===== config.mk =====
export PLATFORM = sky130hd
export DESIGN_NAME = sot_align_ctrl
export DESIGN_NICKNAME = d
export VERILOG_FILES = /design/src/rtl/sot_align_ctrl.sv
export SDC_FILE = /design/constraint.sdc
export NUM_CORES = 1
export LEC_CHECK = 0
export ABC_CLOCK_PERIOD_IN_PS = 2100
export CAP_MARGIN = 20
export CORE_MARGIN = 5
export CORE_UTILIZATION = 40
export DETAILED_ROUTE_END_ITERATION = 8
export PLACE_DENSITY_LB_ADDON = 0.08
export SYNTH_ARGS = -nofsm -noshare
export SYNTH_HDL_FRONTEND = slang
export SYNTH_SLANG_ARGS = --single-unit

===== constraint.sdc =====
create_clock -name clock -period 2.1 [get_ports clock]
set_input_delay 0.63 -clock clock [delete_from_list [all_inputs] [get_ports clock]]
set_output_delay 0.63 -clock clock [all_outputs]
set_load 0.05 [all_outputs]

===== src/rtl/sot_align_ctrl.sv =====
// Start-of-transmission alignment controller: pulses per-VFAT frame-aligner resets,
// waits for lock with a timeout and bounded retries, and relocks on lock loss.
module sot_align_ctrl #(
  parameter int MXVFATS     = 12,
  parameter int MAX_RETRIES = 3,
  parameter int RST_CYCLES  = 4
) (
  input  logic               clock,
  input  logic               reset_i,
  input  logic               enable_i,
  input  logic [MXVFATS-1:0] mask_i,
  input  logic [MXVFATS-1:0] sot_is_aligned_i,
  input  logic [MXVFATS-1:0] sot_unstable_i,
  input  logic [15:0]        timeout_i,
  output logic [MXVFATS-1:0] aligner_reset_o,
  output logic               all_aligned_o,
  output logic [MXVFATS-1:0] failed_o,
  output logic [2:0]         state_o,
  output logic [1:0]         retry_cnt_o,
  output logic [7:0]         unstable_cnt_o
);

  typedef enum logic [2:0] {
    ST_IDLE   = 3'd0,
    ST_RESET  = 3'd1,
    ST_WAIT   = 3'd2,
    ST_LOCKED = 3'd3,
    ST_FAIL   = 3'd4
  } state_e;

  localparam int RCW = (RST_CYCLES > 1) ? $clog2(RST_CYCLES) : 1;

  state_e               state, state_nxt;
  logic [RCW-1:0]       rst_cnt, rst_cnt_nxt;
  logic [15:0]          timer, timer_nxt;
  logic [1:0]           retry, retry_nxt;
  logic [MXVFATS-1:0]   failed, failed_nxt;
  logic [7:0]           unstable_cnt, unstable_cnt_nxt;
  logic                 all_aligned;

  logic good, bad, pulse_done, timeout_hit, retry_left;

  // Masked VFATs count as aligned and never as unstable.
  assign good        = &(sot_is_aligned_i | mask_i);
  assign bad         = |((sot_unstable_i | ~sot_is_aligned_i) & ~mask_i);
  assign pulse_done  = (rst_cnt == RCW'(RST_CYCLES - 1));
  assign timeout_hit = (timer == timeout_i);
  assign retry_left  = (int'(retry) < MAX_RETRIES);

  always_comb begin
    // NOTE: every variable gets a default first so no path through the case infers a latch.
    state_nxt        = state;
    retry_nxt        = retry;
    failed_nxt       = failed;
    unstable_cnt_nxt = unstable_cnt;

    if (!enable_i) begin
      state_nxt = ST_IDLE;
    end else begin
      unique case (state)
        ST_IDLE: begin
          state_nxt  = ST_RESET;
          retry_nxt  = '0;
          failed_nxt = '0;
        end
        ST_RESET: begin
          if (pulse_done) state_nxt = ST_WAIT;
        end
        ST_WAIT: begin
          // Lock wins over a timeout landing in the same cycle.
          if (good) begin
            state_nxt = ST_LOCKED;
          end else if (timeout_hit) begin
            if (retry_left) begin
              retry_nxt = retry + 2'd1;
              state_nxt = ST_RESET;
            end else begin
              failed_nxt = ~sot_is_aligned_i & ~mask_i;
              state_nxt  = ST_FAIL;
            end
          end
        end
        ST_LOCKED: begin
          if (bad) begin
            unstable_cnt_nxt = (unstable_cnt == 8'hFF) ? unstable_cnt : unstable_cnt + 8'd1;
            retry_nxt        = '0;
            state_nxt        = ST_RESET;
          end
        end
        ST_FAIL: state_nxt = ST_FAIL;
        default: state_nxt = ST_IDLE;
      endcase
    end

    // Both counters restart from zero on every entry into their state.
    rst_cnt_nxt = (state == ST_RESET && state_nxt == ST_RESET) ? rst_cnt + RCW'(1) : '0;
    timer_nxt   = (state == ST_WAIT  && state_nxt == ST_WAIT)  ? timer + 16'd1    : '0;
  end

  always_ff @(posedge clock) begin
    // NOTE: sequential state uses non-blocking assignments so all flops update together.
    if (reset_i) begin
      state        <= ST_IDLE;
      rst_cnt      <= '0;
      timer        <= '0;
      retry        <= '0;
      failed       <= '0;
      unstable_cnt <= '0;
      all_aligned  <= 1'b0;
    end else begin
      state        <= state_nxt;
      rst_cnt      <= rst_cnt_nxt;
      timer        <= timer_nxt;
      retry        <= retry_nxt;
      failed       <= failed_nxt;
      unstable_cnt <= unstable_cnt_nxt;
      all_aligned  <= (state_nxt == ST_LOCKED);
    end
  end

  // Pulse follows the live mask and is cut immediately when enable drops.
  assign aligner_reset_o = (state == ST_RESET && enable_i) ? ~mask_i : '0;
  assign all_aligned_o   = all_aligned;
  assign failed_o        = failed;
  assign state_o         = state;
  assign retry_cnt_o     = retry;
  assign unstable_cnt_o  = unstable_cnt;

endmodule


==> flow_metrics.env <==
export IMPL_outcome="finished, final reports clean"
export IMPL_hpwl_um=5570
export IMPL_synth_cell_type_count=49
export IMPL_post_synth_and_or_nand_nor_area_fraction_pct=31.6
export IMPL_io_pin_count=93
export IMPL_hold_path_startpoint="rst_cnt[0]"
export IMPL_num_fill_cells=481
export IMPL_syn_cell_area_um2=2420
export IMPL_netlist_area_leader_share_pct=36.3
export IMPL_routed_via_count=2516
export IMPL_cts_made_buffers=5
export IMPL_synth_compound_area_share_pct=12.8
export IMPL_syn_nets=344
export IMPL_synth_most_common_cell="sky130_fd_sc_hd__dfxtp_1"
export IMPL_setup_worst_path_start="sot_is_aligned_i[2]"
export IMPL_root_buffer="sky130_fd_sc_hd__clkbuf_8"
export IMPL_port_buffer_count=92
export IMPL_synth_main_ff_cell="sky130_fd_sc_hd__dfxtp_1"
export IMPL_number_of_enable_type_register_cells_in_the_synthesized_netlist=0
export IMPL_synth_seq_cells=44
export IMPL_grt_pass1_vias=2462
export IMPL_initial_antenna_violation_count=0
export IMPL_setup_viol_count_final=0
export IMPL_route_detailed_wl_per_inst_um=15.9
export IMPL_setup_worst_path_end_class="flip-flop"
export IMPL_grt_first_pass_wirelength_um=11900
export IMPL_total_number_of_clock_tree_sinks=44
export IMPL_gr_usage_all_layers_pct=19.9
export IMPL_die_width_um=87.8
export IMPL_drt_iter0_drc=81
export IMPL_dp_worst_setup_slack_ps=-738
export IMPL_ir_worst_vdd_v=0.000323
export IMPL_hold_violations=0
export IMPL_timing_critical_path_cells="clkdlybuf4s50_1 -> o22ai_1 -> nor2_2 -> nand3_2 -> and2_4 -> or3_4 -> clkbuf_16 -> nor2_1"
export IMPL_timing_critical_path_fanout_max=4
export IMPL_grt_setup_unrepaired="yes"
export IMPL_post_route_period_util_pct=99.1
export IMPL_min_delay_path_class="reg2reg"
export IMPL_netlist_top_cells_area="sky130_fd_sc_hd__dfxtp_1 (36%), sky130_fd_sc_hd__xnor2_1 (7.2%), sky130_fd_sc_hd__nor2_1 (5.4%)"
export IMPL_final_core_util_pct=71.7
export IMPL_ys_async_sr_fraction_pct=0
export IMPL_holdPathStages=1
export IMPL_yosys_top_cells_count="sky130_fd_sc_hd__dfxtp_1 (44), sky130_fd_sc_hd__nor2_1 (35), sky130_fd_sc_hd__nand2_1 (21)"
export IMPL_drcViolationCount=0
export IMPL_drt_pre_antenna_iters=4
export IMPL_post_layout_net_count=473
export IMPL_synth_adder_area_share_pct=2.07
export IMPL_synth_yosys_seq_area_share_pct=36.3
export IMPL_cts_tree="done"
export IMPL_final_max_slew_viol_count=0
export IMPL_finalClockSkew_ps=5.76
export IMPL_powerDensity_nw_per_um2=428
export IMPL_htree_levels=2
export IMPL_cpPeakStageDelay_ps=500
export IMPL_max_freq_ghz=0.481
export IMPL_via_per_inst=5.13
export IMPL_timing_slew_headroom_pct=70.5
export IMPL_drv_cap=0
export IMPL_layout_drive_gt1_share_pct=40.0
export IMPL_hold_buffers=0
export IMPL_worstReg2RegEnd="failed_o[3]"
export IMPL_tightest_pin_transition_ps=441
export IMPL_globalRoute_totalOverflow=0
export IMPL_finish_cell_count_without_fillers=490
export IMPL_start_util_pct=40.9
export IMPL_worst_endpoint_required_ps=2340
export IMPL_placement_rows=28
export IMPL_synthesis_instances=285
export IMPL_synth_top_family_by_area="simple AND/OR/NAND/NOR gates"
export IMPL_cts_reportedPaths_clkPinSlew_ps=80
export IMPL_grt_start_max_net_pins=16
export IMPL_critPathArrivalTime_ps=2320
export IMPL_yosys_warnings=0
export IMPL_synthXorXnorAreaFrac_pct=11.2
export IMPL_design_die_area_um2=7720
export IMPL_cpMaxStageDelayCell="sky130_fd_sc_hd__clkdlybuf4s50_1"
export IMPL_setup_slack_ps=18.8
export IMPL_synth_largest_area_cell="sky130_fd_sc_hd__dfxtp_1"
export IMPL_critical_path_reg2reg_startpoint="timer[1]"
export IMPL_routed_wl_um=7800
export IMPL_area_delta_synth_final_pct=75.3
export IMPL_finalWeightedCongestion=0.863
export IMPL_core_area_um2=5920
export IMPL_finalSetupTns_ps=0
export IMPL_final_min_clock_period_ps=2080
export IMPL_hold_end="rst_cnt[0]"
export IMPL_synth_mux_area_fraction_pct=0.826
export IMPL_leakage_nw=1.72
export IMPL_antenna_cells=0
export IMPL_worstSkewPairLatency_ps=300
export IMPL_die_h_um=87.8
export IMPL_regToRegSetupSlack_ps=110
export IMPL_avg_inst_size_synth_um2=8.50
export IMPL_placed_cells=477
export IMPL_critical_path_class="in2reg"
export IMPL_r2r_worst_path_cells=7
export IMPL_timing_critical_path_from_type="primary input"
export IMPL_ctsLongestPathBuffers=2
export IMPL_final_antenna_net_count=0
-- flip-flops by register name (all words and copies together), names as in the netlist --
signal	cells
rst_cnt	2
timer	16
unstable_cnt_o	8
state_o	3
all_aligned_o	1
failed_o	12
retry_cnt_o	2
-- critical path, delay by kind of cell --
kind                   cells  cell delay (ps)
AO/OA/AOI/OAI              1               90
buffers and inverters      2              680
AND/OR/NAND/NOR            5              920
-- area by class of cell --
class	count	area, um^2	share of cell area [%]
multi-input cells	217	1770	41.6
inverters	11	41.3	0.972
flip-flops and latches	44	886	20.9
well taps	75	93.8	2.21
repair buffers	135	1350	31.9
clock inverters	2	35.0	0.825
clock buffers	6	72.6	1.71
-- per-layer routing --
metal	GRT usage (%)	wire (um)
met5	0	0
met4	5.16	70
met3	4.14	423
met2	34.5	3910
met1	25.0	3400
-- cell usage in the layout, fill, tap and decap left out, types with 8 or more instances in the layout --
cell type	instances
sky130_fd_sc_hd__buf_4	57
sky130_fd_sc_hd__dfxtp_1	40
sky130_fd_sc_hd__nor2_4	21
sky130_fd_sc_hd__nand2_1	21
sky130_fd_sc_hd__xnor2_1	19
sky130_fd_sc_hd__nor2_1	18
sky130_fd_sc_hd__dlygate4sd2_1	18
sky130_fd_sc_hd__buf_12	14
sky130_fd_sc_hd__nand3_1	12
sky130_fd_sc_hd__xor2_1	11
sky130_fd_sc_hd__clkdlybuf4s15_1	11
sky130_fd_sc_hd__inv_1	10
sky130_fd_sc_hd__nand4_1	9
sky130_fd_sc_hd__clkdlybuf4s50_1	8
sky130_fd_sc_hd__dlymetal6s2s_1	8
-- where the power goes --
part,switching [mW],internal [mW]
combinational,0.159,0.171
sequential,0.00123,0.835
clock,0.300,0.353
total,0.460,1.36
-- cell families after synthesis --
kind of cell / after synthesis
AOI/OAI and AO/OA: 45
xor gates and xnor gates: 31
adders and majority gates: 4
buffers and inverters: 24
DFF: 44
muxes: 2
and+or+nand+nor: 135
-- how the worst max path moves through the flow --
stage	end	slack, ps	cells after the start
after floorplan	aligner_reset_o[0]	-40	3
after global placement	unstable_cnt_o[1]	-670	9
after detailed placement	retry_cnt_o[0]	-740	8
after CTS	timer[12]	-10	8
after global routing	failed_o[3]	-70	8
final	timer[10]	20	8
-- per-stage QoR --
step / hold WS (ps) / power, mW / area (um^2)
final: 430 / 1.82 / 4250
after global routing: 467 / 1.89 / 4250
after CTS: 433 / 1.82 / 4090
after detailed placement: 421 / 1.17 / 3790
after global placement: 418 / 1.16 / 3790
after floorplan: 405 / 0.958 / 2510
-- timing repair --
action / in CTS / in global routing
pin swaps: 12 / 33
gates resized for setup: 95 / 57
endpoints found under the setup margin: 56 / 48
cloned: 3 / 1
hold endpoints to repair: 0 / 0
buffers inserted: 2 / 0
No activity file was read; power rests on OpenSTA's default activity.
